**src/rtl/vgachargen_pkg.sv**
```systemverilog
// rtl/vgachargen_pkg.sv - shared character-memory sizes and fill FSM state type
package vgachargen_pkg;

  localparam int NUM_CHARS_DEF = 2400;
  localparam int ADDR_W_DEF    = 12;
  localparam int CHAR_W_DEF    = 8;

  typedef enum logic [1:0] {
    ST_IDLE = 2'd0,
    ST_FILL = 2'd1,
    ST_DONE = 2'd2
  } fill_state_e;

endpackage

```
**src/rtl/rr_arb2.sv**
```systemverilog
// rtl/rr_arb2.sv - two-way round-robin arbiter, req/gnt bit 0 = host, bit 1 = fill
module rr_arb2 (
  input  logic       clk,
  input  logic       rst_n,
  input  logic [1:0] req,
  output logic [1:0] gnt
);

  // set when the fill side took the most recent grant; host wins the next tie
  logic last_fill;

  always_comb begin
    gnt = 2'b00;
    case (req)
      2'b01:   gnt = 2'b01;
      2'b10:   gnt = 2'b10;
      2'b11:   gnt = last_fill ? 2'b01 : 2'b10;
      default: gnt = 2'b00;
    endcase
  end

  always_ff @(posedge clk) begin
    if (!rst_n) begin
      last_fill <= 1'b1;
    end else if (gnt[0]) begin
      last_fill <= 1'b0;
    end else if (gnt[1]) begin
      last_fill <= 1'b1;
    end
  end

endmodule

```
**src/rtl/charmem_wr_arb.sv**
```systemverilog
// rtl/charmem_wr_arb.sv - arbitrates host writes and a block-fill engine onto one character-memory write port
module charmem_wr_arb
  import vgachargen_pkg::*;
#(
  parameter int NUM_CHARS = NUM_CHARS_DEF,
  parameter int ADDR_W    = ADDR_W_DEF,
  parameter int CHAR_W    = CHAR_W_DEF
) (
  input  logic              clk,
  input  logic              rst_n,
  input  logic              host_req_i,
  input  logic [ADDR_W-1:0] host_addr_i,
  input  logic [CHAR_W-1:0] host_char_i,
  output logic              host_gnt_o,
  output logic              host_err_o,
  input  logic              fill_start_i,
  input  logic [ADDR_W-1:0] fill_base_i,
  input  logic [ADDR_W-1:0] fill_len_i,
  input  logic [CHAR_W-1:0] fill_char_i,
  input  logic              fill_abort_i,
  output logic              fill_busy_o,
  output logic              fill_done_o,
  output logic [ADDR_W-1:0] mem_addr_o,
  output logic [CHAR_W-1:0] mem_char_o,
  output logic              mem_wen_o
);

  localparam logic [ADDR_W:0] NUM_CHARS_W = (ADDR_W+1)'(NUM_CHARS);

  fill_state_e       state_q, state_d;
  logic [ADDR_W-1:0] ptr_q, cnt_q, ptr_nxt;
  logic [ADDR_W:0]   ptr_inc;
  logic [CHAR_W-1:0] fchar_q;
  logic [1:0]        gnt;
  logic              host_req, fill_req, host_oor, last_write;
  logic              wen_q;
  logic [ADDR_W-1:0] addr_q;
  logic [CHAR_W-1:0] char_q;

  // abort masks the fill request so it can never win the same-cycle grant
  assign host_req   = rst_n && host_req_i;
  assign fill_req   = rst_n && (state_q == ST_FILL) && !fill_abort_i;
  assign host_oor   = {1'b0, host_addr_i} >= NUM_CHARS_W;
  assign ptr_inc    = {1'b0, ptr_q} + (ADDR_W+1)'(1);
  assign ptr_nxt    = (ptr_inc >= NUM_CHARS_W) ? '0 : ptr_inc[ADDR_W-1:0];
  assign last_write = gnt[1] && (cnt_q == ADDR_W'(1));

  rr_arb2 u_arb (
    .clk   (clk),
    .rst_n (rst_n),
    .req   ({fill_req, host_req}),
    .gnt   (gnt)
  );

  always_ff @(posedge clk) begin
    if (!rst_n) begin
      state_q <= ST_IDLE;
    end else begin
      state_q <= state_d;
    end
  end

  always_comb begin
    state_d = state_q;
    case (state_q)
      ST_IDLE: if (fill_start_i) state_d = (fill_len_i != '0) ? ST_FILL : ST_DONE;
      ST_FILL: begin
        if (fill_abort_i)    state_d = ST_IDLE;
        else if (last_write) state_d = ST_DONE;
      end
      ST_DONE: state_d = ST_IDLE;
      default: state_d = ST_IDLE;
    endcase
  end

  always_comb begin
    fill_busy_o = rst_n && (state_q != ST_IDLE);
    fill_done_o = rst_n && (state_q == ST_DONE);
  end

  always_ff @(posedge clk) begin
    if (!rst_n) begin
      ptr_q   <= '0;
      cnt_q   <= '0;
      fchar_q <= '0;
    end else if ((state_q == ST_IDLE) && fill_start_i) begin
      ptr_q   <= fill_base_i;
      cnt_q   <= fill_len_i;
      fchar_q <= fill_char_i;
    end else if (gnt[1]) begin
      ptr_q   <= ptr_nxt;
      cnt_q   <= cnt_q - ADDR_W'(1);
    end
  end

  always_ff @(posedge clk) begin
    if (!rst_n) begin
      wen_q  <= 1'b0;
      addr_q <= '0;
      char_q <= '0;
    end else begin
      wen_q <= 1'b0;
      if (gnt[0] && !host_oor) begin
        wen_q  <= 1'b1;
        addr_q <= host_addr_i;
        char_q <= host_char_i;
      end else if (gnt[1]) begin
        wen_q  <= 1'b1;
        addr_q <= ptr_q;
        char_q <= fchar_q;
      end
    end
  end

  // registered port is also forced low while reset is held
  assign host_gnt_o = gnt[0];
  assign host_err_o = gnt[0] && host_oor;
  assign mem_wen_o  = rst_n && wen_q;
  assign mem_addr_o = rst_n ? addr_q : '0;
  assign mem_char_o = rst_n ? char_q : '0;

endmodule

```
**config.mk**
```make
export PLATFORM = sky130hd
export DESIGN_NAME = charmem_wr_arb
export DESIGN_NICKNAME = d
export VERILOG_FILES = /design/src/rtl/vgachargen_pkg.sv /design/src/rtl/rr_arb2.sv /design/src/rtl/charmem_wr_arb.sv
export SDC_FILE = /design/constraint.sdc
export NUM_CORES = 1
export LEC_CHECK = 0
export ABC_AREA = 1
export BUFFER_PORTS_ARGS = -buffer_cell sky130_fd_sc_hd__buf_2
export CORE_MARGIN = 2
export CORE_UTILIZATION = 29
export CTS_BUF_LIST = sky130_fd_sc_hd__clkbuf_8
export DETAILED_ROUTE_END_ITERATION = 16
export PLACE_DENSITY = 0.57
export SLEW_MARGIN = 20
export SYNTH_ARGS = -nofsm -noshare
export SYNTH_HDL_FRONTEND = slang
export SYNTH_SLANG_ARGS = --single-unit
```
**constraint.sdc**
```tcl
create_clock -name clk -period 3.2 [get_ports clk]
set_input_delay 0.16 -clock clk [delete_from_list [all_inputs] [get_ports clk]]
set_output_delay 0.16 -clock clk [all_outputs]
set_load 0.01 [all_outputs]
```
# Yosys cells after proc, flatten, opt, wreduce, memory -nomap -nowiden
# Index checks and enable logic that the tools add are counted.
# Widths: inputs -> output; s select.
[word_totals] register_bits=56 inputBits=57 output_inout_bits=25 word_cells=61
[op_classes] add_sub_neg=2 n_lt_le_gt_ge=2 n_eq_ne=8 mux=22 n_reduce_logical=19
[ops] cell="$mux 12" n=8
[ops] cell="$mux 8" n=3
[ops] cell="$add 12x1->13 const B" n=1
[ops] cell="$ge 13x12->1 const B" n=1
[ops] cell="$eq 12x1->1 const B" n=1
[ops] cell="$ge 12x12->1 const B" n=1
[ops] cell="$reduce_bool 12->1" n=1
[ops] cell="$sub 12x1->12 const B" n=1
[ops] cell="$logic_and 1x1->1" n=10
[ops] cell="$mux 2" n=5
[ops] cell="$reduce_bool 2->1" n=4
[ops] cell="$eq 2x2->1 const B" n=3
[ops] cell="$pmux 2 s3" n=1
[ops] cell="$eq 2x1->1 const B" n=2
[ops] cell="$mux 1" n=4
[ops] cell="$pmux 2 s2" n=1
[ops] cell="$ne 3x3->1 const B" n=1
[ops] cell="$logic_not 1->1" n=2
[ops] cell="$logic_not 2->1" n=1
[ops] cell="$ne 2x2->1 const B" n=1
[ops] cell="$reduce_and 2->1" n=1

# Logic depth before layout (Yosys ltp)
[logic_depth] word_depth=9 mapped_depth=13

# Hierarchy
# A second synthesis with hierarchy kept.
[unflattened] hier_cells=491 hier_area_um2=3128.0
[modules_own_cells] module="charmem_wr_arb" instances=1 cells_each=483 area_per_inst_um2=3062.9 seq_area_each_um2=1101.1
[modules_own_cells] module="rr_arb2" instances=1 cells_each=8 area_per_inst_um2=65.1 seq_area_each_um2=20.0

# Worst setup path before layout
# Ideal clock, no wire load.
[synth_path] kind="reg2reg" start="register ptr_q[0]" end="register ptr_q[2]" setup_ps=131 arrival_ps=1381 required_ps=3069 path_slack_ps=1689 path_stages_with_launch=12 path_buffers=1 path_cell_list="dfxtp_1 > ha_1 > nand2_2 > nor2_4 > nand2_1 > xor2_1 > nand2_1 > nand2_1 > nand2_2 > buf_6 > nand2_1 > a21oi_2"
[synth_between] elab_chain_cells=5
[synth_rtl] element="start: declaration" line="charmem_wr_arb.sv:31" source="logic [ADDR_W-1:0] ptr_q, cnt_q, ptr_nxt;"
[synth_rtl] element="start signal: assignment" line="charmem_wr_arb.sv:87" source="ptr_q <= fill_base_i;"
[synth_rtl] element="start signal: assignment" line="charmem_wr_arb.sv:91" source="ptr_q <= ptr_nxt;"
[synth_rtl] element="$add 12x1->13 *" line="charmem_wr_arb.sv:44" source="assign ptr_inc = {1'b0, ptr_q} + (ADDR_W+1)'(1);"
[synth_rtl] element="$ge 13x12->1" line="charmem_wr_arb.sv:45" source="assign ptr_nxt = (ptr_inc >= NUM_CHARS_W) ? '0 : ptr_inc[ADDR_W-1:0];"
[synth_rtl] element="$mux 12 *" line="charmem_wr_arb.sv:45"
[synth_rtl] element="$mux 12 *" line="charmem_wr_arb.sv:90" source="end else if (gnt[1]) begin"
[synth_rtl] element="$mux 12 *" line="charmem_wr_arb.sv:86" source="end else if ((state_q == ST_IDLE) && fill_start_i) begin"
# Every way passes the cells marked *; elsewhere a longest branch is shown, timed or not. The select of a mux whose other input is x is not followed.
# A chain may end at the register's enable or synchronous reset.

# Final worst setup path
[layout_path] start="register state_q[0]" end="register ptr_q[2]"
[layout_between] elab_chain_cells=6 word_cells_on_any_way=11 classes_between="eq/ne (4); mux (2); reduce/logical (5)"
[layout_rtl] element="start: declaration" line="charmem_wr_arb.sv:30" source="fill_state_e state_q, state_d;"
[layout_rtl] element="start signal: assignment" line="charmem_wr_arb.sv:59" source="state_q <= state_d;"
[layout_rtl] element="$eq 2x1->1" line="charmem_wr_arb.sv:42" source="assign fill_req = rst_n && (state_q == ST_FILL) && !fill_abort_i;"
[layout_rtl] element="$logic_and 1x1->1 (2 in series)" line="charmem_wr_arb.sv:42"
[layout_rtl] element="$eq 2x2->1 / $eq 2x1->1 (equally long branches)" line="rr_arb2.sv:14" source="case (req)"
[layout_rtl] element="$pmux 2 s3" line="rr_arb2.sv:14"
[layout_rtl] element="$reduce_bool 2->1 (no source line)"
# Parallel ways exist; a longest one is shown, timed or not.

==> qor.yml <==
floorplanning:
  std_cell_rows: 37
  num_io_pins: 82
  floorplan.die.height_um: 107
  die_w_um: 107
  coreArea_um2: 10300
  design.die.area_um2: 11500
  floorplan.initialDensity_pct: 30.0
clock_tree:
  ctsRootBufferMaster: "sky130_fd_sc_hd__clkbuf_8"
  worst_skew_pair_latency_ns: 0.32
  clk_pin_slew_ns: 0.10
  cts.sinks: 56
  post_cts_buffers: 0
  tritoncts.num_buffers: 5
  cts-htree-levels: 2
  clockBufferDepth: 2
  cts_repair_resize_count: 0
  cts_tree: "built"
  holdBufCountCts: 0
finish:
  fin_nets: 618
  share_of_final_layout_standard_cells_stronger_than_drive_strength_1_pct: 19.0
  layout-area-overhead-vs-synth_pct: 20.3
  area.sequential_um2: 1120
  antenna-diode-count: 0
  final_area_um2: 3720
  multi_input_area_um2: 1590
  finalNonFillerCells: 695
  final_util_pct: 36.0
  num-fill-cells: 1173
yosys:
  synth_warnings: 0
  syn-num-nets: 545
  synthTopCellsByCount: "sky130_fd_sc_hd__nand2_1 (130), sky130_fd_sc_hd__inv_1 (73), sky130_fd_sc_hd__dfxtp_1 (56)"
  most_instantiated_library_cell_after_synthesis: "sky130_fd_sc_hd__nand2_1"
  async_s_r_ff_share_synth_pct: 0
  synth_cell_types: 33
  synthesis.area_per_instance_um2: 6.38
  synth-seq-cells: 56
  yosys_most_used_dff: "sky130_fd_sc_hd__dfxtp_1"
  cell_count_after_synthesis: 485
  synth_top_cell_by_area: "sky130_fd_sc_hd__dfxtp_1"
  post-synth-top-area-fraction_pct: 36.2
  synth.area.top_cells: "sky130_fd_sc_hd__dfxtp_1 (36%), sky130_fd_sc_hd__nand2_1 (16%), sky130_fd_sc_hd__inv_1 (8.9%)"
  synth_enable_flop_cells: 0
  syn_area_um2: 3090
  synth-seq-area-share_pct: 36.2
placed_design:
  post_dp_cell_area_um2: 3610
  dp_hpwl_um: 6660
  placedCellCount: 687
  numPortBuffers: 81
  finalWeightedCongestion: 0.845
sta:
  max_slew_headroom_pct: 50.0
  timing.setup.tns_ns: 0
  worst_clock_skew_ns: 0.00945
  fmax_mhz: 444
  maxSlewViolCount: 0
  fin_crit_ns: 2.25
  finalCritPeriodShare_pct: 70.4
  worst_slew_pin_slew_ns: 0.747
  setup_viol: 0
  hold_viol: 0
  unrepaired_setup_endpoints_after_global_routing: "no"
power:
  power.static_leakage_nw: 1.86
  power_density_nw_per_um2: 417
  total_power_mw: 1.55
  power.ir.vdd_worst_mv: 0.170
worst_setup_path:
  timing.critical_path.cells: "inv_1, nor3_4, nand2_2, nand2_1, clkinv_1, nand2_1, nand2_1, inv_1, a21oi_2"
  crit_path_max_fanout: 27
  cp_data_arrival_time_ns: 2.45
  start_kind: "register"
  critical_path.most_common_cell: "sky130_fd_sc_hd__nand2_1"
  critical_path_class: "reg2reg"
  worst_path_max_delay_cell: "sky130_fd_sc_hd__nand2_1"
  timing.critical_path.slowest_cell_delay_ns: 0.46
  setup.worst_path.end_class: "register"
  cp_data_required_time_ns: 3.39
flow_run:
  drv_cap: 0
global_routing:
  largest_net_degree_at_the_start_of_global_routing: 34
  groute.usage.overall_pct: 15.6
  via_count_of_the_first_global_routing_pass: 3163
  grt_antenna_before_repair: 0
  grt_overflow_total: 0
  global_route_wire_length_before_repair_um: 14500
route:
  detailedRoute.firstIterationViolations: 141
  vias_per_cell: 4.60
  dr_total_vias: 3196
  drc_violation_count_after_routing: 0
  antenna_violating_nets_post_route: 0
  drt-total-wl_um: 8700
  drt-wirelength-per-cell_um: 12.5
  drt-pass1-iter-count: 4
worst_hold_path:
  kind_of_path_behind_the_tightest_hold_check: "in2reg"
outcome:
  run_status: "finished clean"
## state kept, by name, summed over array words and instances, names as in the netlist
signal,cells
addr_q,12
char_q,8
cnt_q,12
fchar_q,8
ptr_q,12
state_q,2
u_arb.last_fill,1
wen_q,1
## metal layers
metal | global-route usage (%) | wire [um]
met5 | 0 | 0
met4 | 4.73 | 125
met3 | 2.54 | 403
met2 | 27.1 | 4170
met1 | 19.9 | 4010
## metrics by stage
step	worst slack [ns]	hold WS (ns)
finish	0.946	0.0529
global route	0.628	0.0548
CTS	0.880	0.0436
detailed placement	0.903	0.385
global placement	0.955	0.376
floorplan	1.69	0.285
## final cells by class
| type | instances | share of cell area (%) |
|---|---|---|
| clock inverter | 3 | 1.14 |
| multi-input combinational | 333 | 42.8 |
| sequential | 56 | 30.1 |
| inverter | 77 | 7.77 |
| timing repair buffer | 85 | 11.7 |
| tap | 136 | 4.57 |
| clock buffer | 5 | 1.85 |
## cells in the final DEF, fill, tap and decap left out
cell and n:
sky130_fd_sc_hd__o21bai_1 2, sky130_fd_sc_hd__buf_2 81, sky130_fd_sc_hd__nor2_4 2, sky130_fd_sc_hd__clkinv_1 1, sky130_fd_sc_hd__nand4_1 2, sky130_fd_sc_hd__inv_2 3, sky130_fd_sc_hd__a21oi_2 1, sky130_fd_sc_hd__o21ai_1 1
sky130_fd_sc_hd__ha_1 3, sky130_fd_sc_hd__nor2_1 52, sky130_fd_sc_hd__xnor2_1 1, sky130_fd_sc_hd__a22oi_1 5, sky130_fd_sc_hd__nor3_1 2, sky130_fd_sc_hd__inv_1 74, sky130_fd_sc_hd__and2_1 1, sky130_fd_sc_hd__o211ai_1 3
sky130_fd_sc_hd__nand3_2 1, sky130_fd_sc_hd__nand3_1 20, sky130_fd_sc_hd__nand2_1 130, sky130_fd_sc_hd__dfxtp_1 56, sky130_fd_sc_hd__a2bb2oi_1 1, sky130_fd_sc_hd__nor2_2 3, sky130_fd_sc_hd__a21boi_1 1, sky130_fd_sc_hd__nor4_1 3
sky130_fd_sc_hd__a31oi_1 9, sky130_fd_sc_hd__nor3_4 1, sky130_fd_sc_hd__o211a_1 1, sky130_fd_sc_hd__nand2_2 3, sky130_fd_sc_hd__inv_6 1, sky130_fd_sc_hd__a21oi_1 43, sky130_fd_sc_hd__xor2_1 9, sky130_fd_sc_hd__clkbuf_8 5
sky130_fd_sc_hd__bufinv_16 1, sky130_fd_sc_hd__buf_4 4, sky130_fd_sc_hd__o21ai_0 33
## power breakdown
part / leakage, nW / switching, mW / total [mW] / internal, mW
clock network: 0.0599 / 0.244 / 0.478 / 0.234
registers: 0.461 / 0.0326 / 0.780 / 0.747
logic: 1.34 / 0.182 / 0.294 / 0.111
## path summary, 6_finish.rpt
kind	from	end	slack (ns)	cells after the start
hold reg to reg	fchar_q[4]$_SDFFE_PN0P_	fchar_q[4]$_SDFFE_PN0P_	0.47	2
hold / removal	host_char_i[4]	char_q[4]$_SDFFE_PN0P_	0.05	3
setup reg to reg	state_q[0]$_SDFFE_PN0P_	ptr_q[2]$_SDFFE_PN0P_	0.95	9
setup / recovery	state_q[0]$_SDFFE_PN0P_	ptr_q[2]$_SDFFE_PN0P_	0.95	9
## cell families after synthesis
logic type      synth area share [%]
buf+inv                         12.3
simple gates                    29.6
xor+xnor                        2.83
compound gates                  17.8
fa+ha+maj                       1.21
flops                           36.2
## critical path: cells and delay by family (launching register included)
kind / cells / cell delay (ns)
buffers and inverters: 3 / 0.50
AO/OA/AOI/OAI: 1 / 0.05
flip-flops: 1 / 0.37
AND/OR/NAND/NOR: 5 / 1.20
Note: power is estimated with default switching activity, not from simulation.
